## src/rtl/acc_feed_ctrl.sv

```systemverilog
// acc_feed_ctrl: FIFO-buffered operand feeder that clears the accumulator before it would exceed LIMIT
module acc_feed_ctrl #(
  parameter int DATA_W     = 4,
  parameter int ACC_W      = 5,
  parameter int DEPTH      = 4,
  parameter int LIMIT      = 31,
  parameter int CLR_CYCLES = 2
) (
  input  logic              clk,
  input  logic              rst,
  input  logic              in_valid,
  input  logic [DATA_W-1:0] in_data,
  output logic              in_ready,
  input  logic [ACC_W-1:0]  acc,
  output logic [DATA_W-1:0] op_out,
  output logic              acc_clr,
  output logic              busy,
  output logic [7:0]        wrap_cnt,
  output logic              sync_err
);
  localparam int AW  = $clog2(DEPTH);
  localparam int CW  = $clog2(DEPTH + 1);
  localparam int CCW = CLR_CYCLES > 1 ? $clog2(CLR_CYCLES) : 1;
  typedef enum logic [1:0] {CLEAR, IDLE, FEED} state_t;
  state_t state;
  logic [DATA_W-1:0] mem [DEPTH];
  logic [AW-1:0] wp, rp;
  logic [CW-1:0] count;
  logic [CCW-1:0] clr_cnt;
  logic [ACC_W-1:0] shadow, shadow_d;
  logic [ACC_W:0] sum;
  logic [DATA_W-1:0] head;
  logic empty, fits, push, pop, from_feed, clr_q;
  assign head     = mem[rp];
  assign empty    = count == '0;
  assign in_ready = count != CW'(DEPTH);
  assign sum      = {1'b0, shadow} + (ACC_W+1)'(head);
  assign fits     = sum <= (ACC_W+1)'(LIMIT);
  assign push     = in_valid && in_ready;
  assign pop      = state == FEED && !empty && fits;
  assign busy     = !(state == IDLE && empty);
  always_ff @(posedge clk)
    if (push) mem[wp] <= in_data;
  always_ff @(posedge clk) begin
    if (!rst) begin
      wp        <= '0;
      rp        <= '0;
      count     <= '0;
      op_out    <= '0;
      acc_clr   <= 1'b1;
      wrap_cnt  <= '0;
      sync_err  <= 1'b0;
      shadow    <= '0;
      shadow_d  <= '0;
      state     <= CLEAR;
      clr_cnt   <= '0;
      from_feed <= 1'b0;
      clr_q     <= 1'b1;
    end else begin
      if (push) wp <= wp + 1'b1;
      if (pop) rp <= rp + 1'b1;
      count    <= count + CW'(push) - CW'(pop);
      shadow_d <= shadow;
      clr_q    <= acc_clr;
      // acc lags op_out by one edge, so it is compared against the delayed shadow
      if (!acc_clr && !clr_q && acc != shadow_d) sync_err <= 1'b1;
      case (state)
        CLEAR: begin
          op_out <= '0;
          shadow <= '0;
          if (clr_cnt == CCW'(CLR_CYCLES - 1)) begin
            acc_clr   <= 1'b0;
            state     <= IDLE;
            from_feed <= 1'b0;
            if (from_feed && wrap_cnt != 8'hff) wrap_cnt <= wrap_cnt + 8'd1;
          end else clr_cnt <= clr_cnt + 1'b1;
        end
        IDLE: begin
          op_out <= '0;
          if (!empty) state <= FEED;
        end
        default: begin
          if (empty) begin
            op_out <= '0;
            state  <= IDLE;
          end else if (fits) begin
            op_out <= head;
            shadow <= sum[ACC_W-1:0];
          end else begin
            op_out    <= '0;
            acc_clr   <= 1'b1;
            clr_cnt   <= '0;
            from_feed <= 1'b1;
            state     <= CLEAR;
          end
        end
      endcase
    end
  end
endmodule
```

## config.mk

```make
export PLATFORM = sky130hd
export DESIGN_NAME = acc_feed_ctrl
export DESIGN_NICKNAME = d
export VERILOG_FILES = /design/src/rtl/acc_feed_ctrl.sv
export SDC_FILE = /design/constraint.sdc
export NUM_CORES = 1
export LEC_CHECK = 0
export ABC_CLOCK_PERIOD_IN_PS = 6300
export CORE_MARGIN = 1.5
export CORE_UTILIZATION = 30
export DETAILED_ROUTE_END_ITERATION = 8
export GPL_TIMING_DRIVEN = 0
export PLACE_DENSITY = 0.6
export SLEW_MARGIN = 20
export SYNTH_ARGS = -nofsm -noshare
export SYNTH_HDL_FRONTEND = slang
export SYNTH_SLANG_ARGS = --single-unit
```

## constraint.sdc

```tcl
create_clock -name clk -period 6.3 [get_ports clk]
set_clock_uncertainty 0.1 [all_clocks]
set_input_delay 1.575 -clock clk [delete_from_list [all_inputs] [get_ports clk]]
set_output_delay 1.575 -clock clk [all_outputs]
set_load 0.05 [all_outputs]
```

# --- After elaboration in Yosys (flattened, before gate mapping) ---
# Memories as Yosys holds them, arrays and structs flattened. A register that Yosys moved wholly into a read port is not among the register bits.
# Cells that the tools add are included.
word_totals:
  mem_count: 1
  out_inout_bits: 16
  regBits: 36
  inputBits: 12
  ram_bits: 16
  word_cells: 75
classes:
  n_addsub: 7
  n_reduce_logical: 20
  n_eq_ne: 10
  muxes: 20
  order_cmp: 1
  n_bitwise: 3
memory_table:
  columns: ["name", "depth", "word_bits", "rd", "rd_clocked_by_memory_dff", "wr", "line_no", "rtl"]
  rows:
  - ["mem", 4, 4, 1, 1, 1, "26", "logic [DATA_W-1:0] mem [DEPTH];"]
ops:
  columns: ["cell", "count"]
  rows:
  - ["2-bit 2-to-1 mux", 6]
  - ["3-bit AND reduction", 4]
  - ["5-bit 2-to-1 mux", 2]
  - ["5-bit case mux with 2 select lines", 1]
  - ["8-bit by 1-bit adder with 8-bit output (second input constant)", 1]
  - ["1-bit 2-to-1 mux", 8]
  - ["8-bit != test (second input constant)", 1]
  - ["1-bit logical AND", 7]
  - ["5-bit by 4-bit adder with 6-bit output", 1]
  - ["6-bit by 5-bit <= comparator with 1-bit output (second input constant)", 1]
  - ["5-bit != test", 1]
  - ["5-bit OR reduction", 1]
  - ["2-bit by 1-bit adder with 2-bit output (second input constant)", 2]
  - ["1-bit zero test", 4]
  - ["2-bit by 1-bit != test with 1-bit output (second input constant)", 2]
  - ["2-bit != test (second input constant)", 2]
  - ["4-bit by 2-bit != test with 1-bit output (second input constant)", 1]
  - ["1-bit case mux with 2 select lines", 2]
  - ["2-bit case mux with 2 select lines", 1]
  - ["4-bit AND reduction", 1]
  - ["3-bit by 1-bit adder with 3-bit output", 1]
  - ["3-bit zero test", 1]
  - ["3-bit != test (second input constant)", 1]
  - ["1-bit inverter", 3]
  - ["other kinds (6)", 6]

# --- Longest topological paths before layout ---
logic_depth:
  word_depth: 6
  ltp_mapped: 14
  ltp_nobuf: 13

# --- Worst setup path after synthesis ---
# No wires, ideal clock.
synth_path:
  path_type: "flip-flop to flip-flop"
  from: "register (tool-made name)"
  to: "register count[2]"
  setup_slack_ps: 2951
  path_stages_with_launch: 15
  arrival_ps: 3134
  setup_time_ps: 115
  cell_sequence: "dfxtp_1 > mux4_2 > ha_1 > nand3_1 > o221ai_2 > buf_2 > nor2_1 > ha_1 > inv_1 > ha_1 > inv_1 > fa_1 > xnor2_1 > xnor2_1 > and2_1"
synth_rtl:
  columns: ["item", "line_no", "rtl"]
  rows:
  - ["end signal, assigned", "62", "count <= count + CW'(push) - CW'(pop);"]
  - ["end, declared", "28", "logic [CW-1:0] count;"]

==> impl_metrics.env <==
export IMPL_postCtsResizedCells=0
export IMPL_fin_crit_ns=3.68
export IMPL_min_from="sync_err$_SDFFE_PN0P_"
export IMPL_max_cap_violations=0
export IMPL_grt_pass1_vias=1555
export IMPL_routed_wire_length_per_instance_um=12.6
export IMPL_die_x_um=93.1
export IMPL_worst_pin_slew_ns=0.499
export IMPL_holdPathStages=1
export IMPL_final_setup_tns_ns=0
export IMPL_synth_area_per_cell_um2=11.7
export IMPL_synth_edf_count=16
export IMPL_fin_crit_sh_pct=58.4
export IMPL_grt_first_pass_wirelength_um=7360
export IMPL_start_util_pct=31.2
export IMPL_reg2reg_setup_slack_ns=2.62
export IMPL_htreeDepth=2
export IMPL_hpwl_um=3250
export IMPL_syn_inst=208
export IMPL_clock_latency_ns=0.31
export IMPL_first_iter_violations=37
export IMPL_setup_viol=0
export IMPL_cp_common_cell="ha_1"
export IMPL_synth_top_area_cell="dfxtp_1"
export IMPL_critPathCaptureType="register"
export IMPL_io_buffer_count=27
export IMPL_rsz0062_at_grt="false"
export IMPL_cp_max_fo=10
export IMPL_clockRootBuffer="clkbuf_8"
export IMPL_grt_ovfl_total=0
export IMPL_antenna_left=0
export IMPL_cellLeakagePower_nw=1.07
export IMPL_postCtsSetupRepairBufs=0
export IMPL_worstSetupPathType="reg2reg"
export IMPL_max_slew_margin_pct=66.6
export IMPL_avgViaCountPerCell=4.63
export IMPL_wl_met3_um=118
export IMPL_whs_ns=0.372
export IMPL_antenna_found_initial=0
export IMPL_fin_ws_ns=2.62
export IMPL_ys_warn_count=0
export IMPL_syn2layout_area_growth_pct=20.3
export IMPL_hold_end="sync_err$_SDFFE_PN0P_"
export IMPL_r2r_cells=14
export IMPL_ys_async_sr_fraction_pct=0
export IMPL_critPathMaxStageDelay_ns=0.58
export IMPL_synth_distinct_cells=48
export IMPL_highest_layer="met4"
export IMPL_crit_chain="mux4_2 > ha_1 > nand3_1 > o221ai_2 > buf_2 > nor2_1 > ha_1 > inv_1 > ha_1 > inv_1 > fa_1 > xnor2_1 > xnor2_1 > and2_1"
export IMPL_drc=0
export IMPL_hold_path_class="reg2reg"
export IMPL_fmax_mhz=272
export IMPL_coreArea_mm2=0.00781
export IMPL_required_ns=6.41
export IMPL_drive_gt1_share_pct=9.05
export IMPL_ios=28
export IMPL_rr_endpoint="count[2]$_SDFF_PN0_"
export IMPL_status="finished clean"
export IMPL_dr_wl_met2_um=2050
export IMPL_dieArea_mm2=0.00867
export IMPL_grt_util_all_layers_pct=11.1
export IMPL_n_fill_cell=775
export IMPL_path_clk_slew_ns=0.10
export IMPL_num_rows=32
export IMPL_finalMaxSlewViolations=0
export IMPL_grt_max_degree=20
export IMPL_wl_met1_um=2090
export IMPL_gp_congestion=0.831
export IMPL_vias=1599
export IMPL_first_pass_iters=4
export IMPL_ys_seq_area_share_pct=51.0
export IMPL_cts_tree="built"
export IMPL_path_delay_family="adder cells"
export IMPL_synth_top_area_share_pct=31.2
export IMPL_place_ws_ns=2.40
export IMPL_netlist_area_mm2=0.00244
export IMPL_cts_inserted_buffers=5
export IMPL_critPathBufInv=3
export IMPL_ys_flop_type="dfxtp_1"
export IMPL_finalHoldViolations=0
export IMPL_total_power_mw=0.804
export IMPL_n_antenna_cell=0
export IMPL_final_nets=267
export IMPL_cts_path_max_buffers=2
export IMPL_power_density_mw_per_mm2=274
export IMPL_cp_arrival_ns=3.79
export IMPL_ys_seq_elements=54
export IMPL_peakVddDrop_v=0.0000956
export IMPL_syn_nets=233
export IMPL_hold_buffers=0
export IMPL_netlist_top_cells_area="dfxtp_1 31%, edfxtp_1 20%, ha_1 5.6%"
export IMPL_clock_sinks=54
export IMPL_drt_wl_total_um=4340
export IMPL_cp_start_kind="register"
export IMPL_slowest_stage="mux4_2"
export IMPL_die_y_um=93.1
cell families after synthesis:
group | synth area share (%)
compound gates | 12.0
xor+xnor | 5.75
fa+ha+maj | 7.29
buf+inv | 3.03
flops | 51.0
mux | 4.11
simple gates | 16.9
area by class of cell:
| class | count | area [um^2] | area share (%) |
|---|---|---|---|
| Clock inverter | 3 | 28.8 | 0.982 |
| Tap cell | 102 | 128 | 4.35 |
| Clock buffer | 5 | 68.8 | 2.35 |
| Multi-Input combinational cell | 137 | 1120 | 38.2 |
| Sequential cell | 54 | 1240 | 42.3 |
| Buffer | 6 | 32.5 | 1.11 |
| Timing Repair Buffer | 27 | 270 | 9.22 |
| Inverter | 11 | 41.3 | 1.41 |
registers in the layout, indices dropped and copies added, names as in the netlist, named ones only:
signal and count:
sync_err 1, wrap_cnt 8, acc_clr 1, shadow 5
count 3, op_out 4, mem 16, clr_q 1
state 2, from_feed 1, wp 2, shadow_d 5
clr_cnt 1, rp 2
cells in the mapped netlist (all sizes together), types with 2 or more instances:
| library cell | count |
|---|---|
| inv | 11 |
| a21boi | 4 |
| clkbuf | 2 |
| ha | 11 |
| nand2b | 3 |
| o31ai | 2 |
| mux4 | 4 |
| nor2b | 5 |
| or3 | 3 |
| fa | 2 |
| o211ai | 2 |
| a2111oi | 2 |
| and3 | 9 |
| nor3 | 3 |
| nand2 | 7 |
| xor2 | 8 |
| buf | 4 |
| nand4 | 2 |
| a21oi | 3 |
| a21o | 2 |
| edfxtp | 16 |
| o21ai | 8 |
| and2 | 16 |
| nor2 | 7 |
| o21a | 2 |
| nand3 | 7 |
| xnor2 | 8 |
| dfxtp | 38 |
cell usage in the layout, fill, tap and decap left out, types with 5 or more instances in the layout:
master / Yosys / final
and3_1: 9 / 9
nand2_1: 7 / 7
clkdlybuf4s50_1: 0 / 27
edfxtp_1: 16 / 16
dfxtp_1: 38 / 38
inv_1: 11 / 11
clkbuf_8: 0 / 5
xnor2_1: 8 / 8
nor2_1: 7 / 7
ha_1: 11 / 11
o21ai_0: 8 / 8
and2_1: 16 / 16
nand3_1: 7 / 7
nor2b_1: 5 / 5
xor2_1: 8 / 8
routing by layer:
layer	up-vias	track usage, %
li1	812	-
met4	0	4.92
met1	763	13.9
met5	-	0
met3	6	2.76
met2	18	17.9
worst reg2reg max path, cell delays in order, from the launching register on:
cell and delay (ns):
dfxtp_1 0.49, mux4_2 0.58, ha_1 0.37, nand3_1 0.13
o221ai_2 0.28, buf_2 0.27, nor2_1 0.08, ha_1 0.27
inv_1 0.05, ha_1 0.13, inv_1 0.05, fa_1 0.37
xnor2_1 0.15, xnor2_1 0.12, and2_1 0.15
per-stage QoR:
step	cells	cell area (um^2)	utilization, %
floorplan	208	2440	-
detailed placement	337	2830	36.3
global placement	337	2830	36.3
global route	345	2930	37.5
finish	345	2930	37.5
CTS	345	2930	37.5
power breakdown:
group,total (mW),switching (mW),internal [mW]
sequential,0.412,0.0216,0.390
combinational,0.188,0.106,0.0819
clock,0.204,0.121,0.0826
how the worst max path moves through the flow:
stage	cells after the start	slack (ns)	endpoint
global route	14	2.31	count[2]$_SDFF_PN0_
finish	14	2.62	count[2]$_SDFF_PN0_
global placement	11	2.42	count[2]$_SDFF_PN0_
CTS	14	2.57	count[2]$_SDFF_PN0_
floorplan	14	2.95	count[2]$_SDFF_PN0_
detailed placement	11	2.40	count[2]$_SDFF_PN0_
Power figures use the tool's default switching activity.
